==> config.mk <==
export PLATFORM = sky130hd
export DESIGN_NAME = apb_master_bridge
export DESIGN_NICKNAME = d
export VERILOG_FILES = /design/src/rtl/apb_master_bridge.sv
export SDC_FILE = /design/constraint.sdc
export NUM_CORES = 1
export LEC_CHECK = 0
export CAP_MARGIN = 10
export CORE_MARGIN = 3
export CORE_UTILIZATION = 40
export DETAILED_ROUTE_END_ITERATION = 16
export GPL_TIMING_DRIVEN = 0
export PLACE_DENSITY = 0.88
export SYNTH_ARGS = -nofsm -noshare
export SYNTH_HDL_FRONTEND = slang
export SYNTH_SLANG_ARGS = --single-unit
==> constraint.sdc <==
create_clock -name clock -period 4 [get_ports clock]
set_input_delay 0.6 -clock clock [delete_from_list [all_inputs] [get_ports clock]]
set_output_delay 0.6 -clock clock [all_outputs]
set_load 0.005 [all_outputs]
==> src/rtl/apb_master_bridge.sv <==
// ---------------------------------------------------------------------------
// apb_master_bridge
//   Converts a simple valid/ready request/response pair from the core into
//   single APB transfers (SETUP -> ACCESS), one transfer at a time.
//
//   Optional build macro: APB_MASTER_TIMEOUT_EN
//     When defined, an ACCESS phase that sees no pready for TIMEOUT_CYCLES
//     cycles is aborted and answered with resp_err=1, resp_rdata=0.
//     When undefined, ACCESS waits for pready indefinitely.
//
//   Ports
//     clock, reset           : clock, asynchronous active-high reset
//     req_valid/req_ready    : request handshake (ready only in IDLE)
//     req_addr/write/wdata/wstrb : request payload, latched on acceptance
//     resp_valid/resp_ready  : response handshake
//     resp_rdata, resp_err   : read data (0 for writes), slave error/timeout
//     out_p*                 : APB initiator side
//
//   state  | meaning
//   -------+-----------------------------------------------------------
//   IDLE   | waiting for a request, req_ready=1
//   SETUP  | psel=1, penable=0 for one cycle
//   ACCESS | psel=1, penable=1, waiting for pready (or timeout)
//   RESP   | resp_valid=1, waiting for resp_ready
// ---------------------------------------------------------------------------
module apb_master_bridge #(
    parameter int unsigned TIMEOUT_CYCLES = 255
) (
    input  logic        clock,
    input  logic        reset,
    input  logic        req_valid,
    output logic        req_ready,
    input  logic [31:0] req_addr,
    input  logic        req_write,
    input  logic [31:0] req_wdata,
    input  logic [3:0]  req_wstrb,
    output logic        resp_valid,
    input  logic        resp_ready,
    output logic [31:0] resp_rdata,
    output logic        resp_err,
    output logic [31:0] out_paddr,
    output logic        out_psel,
    output logic        out_penable,
    output logic [2:0]  out_pprot,
    output logic        out_pwrite,
    output logic [31:0] out_pwdata,
    output logic [3:0]  out_pstrb,
    input  logic        out_pready,
    input  logic [31:0] out_prdata,
    input  logic        out_pslverr
);

    if (TIMEOUT_CYCLES < 1) begin : g_bad_timeout
        $error("apb_master_bridge: TIMEOUT_CYCLES must be at least 1");
    end

    typedef enum logic [1:0] {
        IDLE   = 2'd0,
        SETUP  = 2'd1,
        ACCESS = 2'd2,
        RESP   = 2'd3
    } state_t;

    state_t state;

`ifdef APB_MASTER_TIMEOUT_EN
    localparam int unsigned TO_W = (TIMEOUT_CYCLES > 1) ? $clog2(TIMEOUT_CYCLES) : 1;
    localparam logic [TO_W-1:0] TO_LOAD = TO_W'(TIMEOUT_CYCLES - 1);
    // Down-counter over ACCESS cycles; terminal count 0 marks the last one.
    logic [TO_W-1:0] to_cnt;
`endif

    // Combinational so that it is 0 while reset is held and 1 in the very
    // first cycle after release.
    assign req_ready = (state == IDLE) && !reset;
    assign out_pprot = 3'b000;

    always_ff @(posedge clock or posedge reset) begin
        if (reset) begin
            state       <= IDLE;
            resp_valid  <= 1'b0;
            resp_rdata  <= 32'h0;
            resp_err    <= 1'b0;
            out_paddr   <= 32'h0;
            out_psel    <= 1'b0;
            out_penable <= 1'b0;
            out_pwrite  <= 1'b0;
            out_pwdata  <= 32'h0;
            out_pstrb   <= 4'h0;
`ifdef APB_MASTER_TIMEOUT_EN
            to_cnt      <= '0;
`endif
        end else begin
            case (state)
                IDLE: begin
                    if (req_valid) begin
                        // The APB output registers double as the request latch.
                        out_psel   <= 1'b1;
                        out_paddr  <= req_addr;
                        out_pwrite <= req_write;
                        out_pwdata <= req_wdata;
                        out_pstrb  <= req_write ? req_wstrb : 4'h0;
                        state      <= SETUP;
                    end
                end
                SETUP: begin
                    out_penable <= 1'b1;
`ifdef APB_MASTER_TIMEOUT_EN
                    to_cnt      <= TO_LOAD;
`endif
                    state       <= ACCESS;
                end
                ACCESS: begin
                    if (out_pready) begin
                        resp_valid  <= 1'b1;
                        resp_rdata  <= out_pwrite ? 32'h0 : out_prdata;
                        resp_err    <= out_pslverr;
                        out_psel    <= 1'b0;
                        out_penable <= 1'b0;
                        out_paddr   <= 32'h0;
                        out_pwrite  <= 1'b0;
                        out_pwdata  <= 32'h0;
                        out_pstrb   <= 4'h0;
                        state       <= RESP;
`ifdef APB_MASTER_TIMEOUT_EN
                    end else if (to_cnt == '0) begin
                        resp_valid  <= 1'b1;
                        resp_rdata  <= 32'h0;
                        resp_err    <= 1'b1;
                        out_psel    <= 1'b0;
                        out_penable <= 1'b0;
                        out_paddr   <= 32'h0;
                        out_pwrite  <= 1'b0;
                        out_pwdata  <= 32'h0;
                        out_pstrb   <= 4'h0;
                        state       <= RESP;
                    end else begin
                        to_cnt <= to_cnt - 1'b1;
`endif
                    end
                end
                RESP: begin
                    if (resp_ready) begin
                        resp_valid <= 1'b0;
                        resp_rdata <= 32'h0;
                        resp_err   <= 1'b0;
                        state      <= IDLE;
                    end
                end
                default: state <= IDLE;
            endcase
        end
    end

endmodule

# Word-level counts from Yosys, hierarchy flattened
# Cells that the tools add are included.
dict set report word_totals {
  ramBits 0
  in_bits 107
  register_bits 107
  mem_bits_ro 0
  latch_bits 0
  wordCells 54
  out_inout_bits 109
  memories 0
}
dict set report classes {
  n_addsub 0
  order_cmp 0
  eq_ne 6
  n_mux 28
  mul 0
  n_reduce_logical 10
  bitwise_logic 0
  shift 0
  div_mod_pow 0
}
# cell n
set ops {}
lappend ops {{32-bit 2-to-1 mux} 6}
lappend ops {{32-bit one-hot mux with 2 select lines} 3}
lappend ops {{4-bit 2-to-1 mux} 3}
lappend ops {{1-bit one-hot mux with 2 select lines} 5}
lappend ops {{3-bit AND reduction} 3}
lappend ops {{2-bit one-hot mux with 4 select lines} 1}
lappend ops {{4-bit one-hot mux with 2 select lines} 1}
lappend ops {{1-bit 2-to-1 mux} 6}
lappend ops {{2-bit 2-to-1 mux} 3}
lappend ops {{2-bit inequality test (second input constant)} 3}
lappend ops {{2-bit nonzero test} 3}
lappend ops {{2-bit == test (second input constant)} 2}
lappend ops {{2-bit by 1-bit == test with 1-bit output (second input constant)} 1}
lappend ops {{2-bit logical NOT} 1}
lappend ops {{2-bit AND reduction} 1}
lappend ops {{1-bit logical AND} 1}
lappend ops {{1-bit logical NOT} 1}

# Depth between registers and ports, before layout
dict set report depth {
  ltp_word 3
  depth_mapped 8
  mapped_depth_nobuf 5
}

# Least setup slack after synthesis
# OpenSTA, ideal clock, no wires.
dict set report synth_path {
  kind {register -> register}
  start {register state[0]}
  end {register out_pstrb[0]}
  arrival_ps 1617
  slack_ps 2261
  stages_incl_launch_ff 9
  setup_time_ps 122
  path_cell_list {dfrtp_1 > inv_1 > ha_1 > buf_6 > nor2b_4 > a211o_1 > buf_6 > buf_6 > a32o_1}
}
dict set report synth_between {
  elab_chain_cells 3
}
# element line
set synth_lines {}
lappend synth_lines {{start: declaration} 64} ;# state_t state;
lappend synth_lines {{start signal: assignment} 80} ;# state <= IDLE;
lappend synth_lines {{start signal: assignment} 103} ;# state <= SETUP;
lappend synth_lines {{start signal: assignment} 111} ;# state <= ACCESS;
lappend synth_lines {{2-bit == test / 2-bit logical NOT (equally long branches)} 94} ;# case (state)
lappend synth_lines {{2-bit inequality test (no line) / 2-bit nonzero test (equally long branches)} -}
lappend synth_lines {{3-bit AND reduction (no line)} -}
lappend synth_lines {{end signal: assignment} 102} ;# out_pstrb <= req_write ? req_wstrb : 4'h0;
lappend synth_lines {{end: declaration} 47} ;# output logic [3:0] out_pstrb,
# Parallel ways exist; a longest one is shown, timed or not.
# A chain may end at the register's enable or synchronous reset.

# Final worst setup path
dict set report layout_path {
  start {register state[0]}
  end {output req_ready}
}
dict set report layout_between {
  elab_chain_cells 2
}
# element line
set layout_lines {}
lappend layout_lines {{2-bit logical NOT} 75} ;# assign req_ready = (state == IDLE) && !reset;
lappend layout_lines {{1-bit logical AND} 75}
lappend layout_lines {{end: declaration} 32} ;# output logic req_ready,
# Every way passes these cells.

==> impl_metrics.env <==
export IMPL_drive_above_1_share=0.0806
export IMPL_yosysUniqueCellTypes=25
export IMPL_wl_um=13200
export IMPL_grt_pass1_wl_um=20000
export IMPL_r2r_setup_slack_ns=1.99
export IMPL_rows=37
export IMPL_grt_pass1_vias=3884
export IMPL_yosysMostFrequentCell="dfrtp_1"
export IMPL_clk_latency_ns=0.36
export IMPL_drt_wirelength_per_cell_um=18.6
export IMPL_status="complete, no violations"
export IMPL_slew_viol_final=0
export IMPL_synth_edf_count=0
export IMPL_hold_path_startpoint="out_psel"
export IMPL_cts_hold_buf=0
export IMPL_final_antenna_net_count=0
export IMPL_cts_root_buffer="clkbuf_8"
export IMPL_period_share=0.623
export IMPL_cts_tree="yes"
export IMPL_pwr_share_seq=0.353
export IMPL_path_class="flop to output port"
export IMPL_skew_ns=0.0123
export IMPL_crit_arrival_ns=1.89
export IMPL_dp_hpwl_um=10000
export IMPL_max_freq_mhz=401
export IMPL_power_net_switching_mw=1.81
export IMPL_area_growth_pct=59.5
export IMPL_die_w_um=109
export IMPL_vias=3689
export IMPL_synth_top_area_frac=0.625
export IMPL_hold_path_class="flop to flop"
export IMPL_max_cap_violations=0
export IMPL_holdWs_ns=0.481
export IMPL_gp_congestion=0.766
export IMPL_grt_max_degree=59
export IMPL_p_total_mw=5.24
export IMPL_path_max_fanout=5
export IMPL_worst_pin_slew_ns=0.653
export IMPL_firstDrtPassIters=5
export IMPL_hold_violations=0
export IMPL_post_cts_resized=0
export IMPL_drtIter0Drc=220
export IMPL_numCtsBuffers=9
export IMPL_reg2regPathDepth=8
export IMPL_max_slew_margin=0.565
export IMPL_timing_final_ws_setup_ns=1.51
export IMPL_cts_reportedPaths_clkPinSlew_ns=0.09
export IMPL_leakage_nw=3.03
export IMPL_syn_cell_area_sq_um=4280
export IMPL_ir_worst_vdd_v=0.000366
export IMPL_r2r_start="state[0]"
export IMPL_critPathLaunchType="flop"
export IMPL_postCtsSetupBuffers=0
export IMPL_track_usage=0.214
export IMPL_synthCells=340
export IMPL_p_per_area_nw_per_um2=767
export IMPL_hold_path_depth=1
export IMPL_layout_cells_non_filler=707
export IMPL_finish_net_count=679
export IMPL_switching_share=0.345
export IMPL_hold_end="out_psel"
export IMPL_vias_per_cell=5.22
export IMPL_min_period_ns=2.49
export IMPL_cts_buffer_depth=2
export IMPL_ys_seq_area_frac=0.625
export IMPL_power_frac_comb=0.510
export IMPL_synthArstFlopShare=1.00
export IMPL_cp_end_kind="output port"
export IMPL_htree_levels=3
export IMPL_synth_top_area_cell="dfrtp_1"
export IMPL_die_y_um=109
export IMPL_required_ns=3.40
export IMPL_design_area_sq_um=6830
export IMPL_antenna_found_initial=0
export IMPL_floorplan_core_area_sq_um=10400
export IMPL_dieArea_sq_um=12000
export IMPL_yosysWarnings=0
export IMPL_finalSetupTns_ns=0
export IMPL_r2r_end="resp_err"
export IMPL_io_pins=216
export IMPL_start_util=0.413
export IMPL_final_core_util=0.659
export IMPL_grt_setup_unrepaired="false"
export IMPL_n_antenna_cell=0
export IMPL_clkSinkCount=107
export IMPL_synthFlopType="dfrtp_1"
export IMPL_synth_area_leaders="dfrtp_1 (63%), a22o_1 (13%), o31ai_1 (5.6%)"
export IMPL_intPower_mw=3.44
export IMPL_dp_slack_ns=1.63
export IMPL_grt_ovfl_total=0
export IMPL_placement_io_buffers=212
export IMPL_power_frac_clock=0.137
export IMPL_drc=0
export IMPL_numPlacedInstances=691
export IMPL_syn_avg_cell_area_sq_um=12.6
export IMPL_dpl_cell_area_sq_um=6610
export IMPL_synth_seq_cells=107
export IMPL_yosys_top_cells_count="dfrtp_1 (107), a22o_1 (65), o21ai_0 (35)"
export IMPL_setup_violations=0
[metal layers]
metal / GRT usage / wire [um]
met1: 0.255 / 5070
met2: 0.377 / 6750
met3: 0.0599 / 1170
met4: 0.0641 / 197
met5: 0 / 0
[worst max path at each step]
| stage | start | end | slack, ns | cells past startpoint |
|---|---|---|---|---|
| detailed placement | reset | req_ready | 1.63 | 3 |
| global route | state[0] | req_ready | 1.41 | 4 |
| finish | state[0] | req_ready | 1.51 | 4 |
| CTS | state[0] | req_ready | 1.45 | 4 |
| floorplan | reset | out_paddr[0] | 0.58 | 1 |
| global placement | reset | resp_rdata[13] | -0.82 | 2 |
[registers in the layout, summed over array words and instances (netlist names)]
signal and flops:
out_pstrb 4, out_paddr 32, state 2, resp_valid 1
out_penable 1, resp_err 1, out_psel 1, out_pwdata 32
out_pwrite 1, resp_rdata 32
[worst max-delay path, stage by stage, from the launching register on]
cell             delay [ns]
dfrtp_1                0.43
inv_1                  0.14
ha_1                   0.26
nor2b_1                0.18
clkdlybuf4s50_1        0.54
[cell families after synthesis]
kind of cell / count (synthesis) / synth area share
fa+ha+maj: 6 / 0.0175
other cells: 1 / 0.000875
simple gates: 40 / 0.0406
flops: 107 / 0.625
compound gates: 141 / 0.249
buf+inv: 42 / 0.0590
mux: 3 / 0.00818
[final cells by class]
cell class	count	area (sq um)
plain buffers	36	230
clock buffers	10	128
clock inverters	6	90.1
fillers	786	3540
inverters	6	25.0
multi-input cells	193	1360
flip-flops and latches	107	2680
well taps	136	170
repair buffers	213	2150
[power by group through the flow]
stage | Sequential, mW | Combinational, mW | Clock (mW)
final | 1.85 | 2.67 | 0.717
after global routing | 1.90 | 2.92 | 0.784
after CTS | 1.85 | 2.70 | 0.737
after detailed placement | 1.86 | 2.69 | 0
after global placement | 1.83 | 2.60 | 0
after floorplan | 1.87 | 1.21 | 0
[placed cells by master (no fill, tap or decap), drive strengths merged]
cell           netlist  routed
nor3b                1       1
nor2                 4       4
mux2i                2       2
o31ai               32      32
nand2               32      32
clkinvlp             0       1
clkinv               0       3
o2bb2ai              1       1
a22o                65      65
inv                  6       6
bufinv               0       2
buf                 25      26
mux2                 1       1
ha                   6       6
o41ai                1       1
clkdlybuf4s50        0     212
clkbuf              11      21
a211oi               1       1
a32o                 4       4
dfrtp              107     107
o21ai               35      35
a21o                 1       1
nor2b                3       3
a211o                1       1
conb                 1       3
Power figures use the tool's default switching activity.
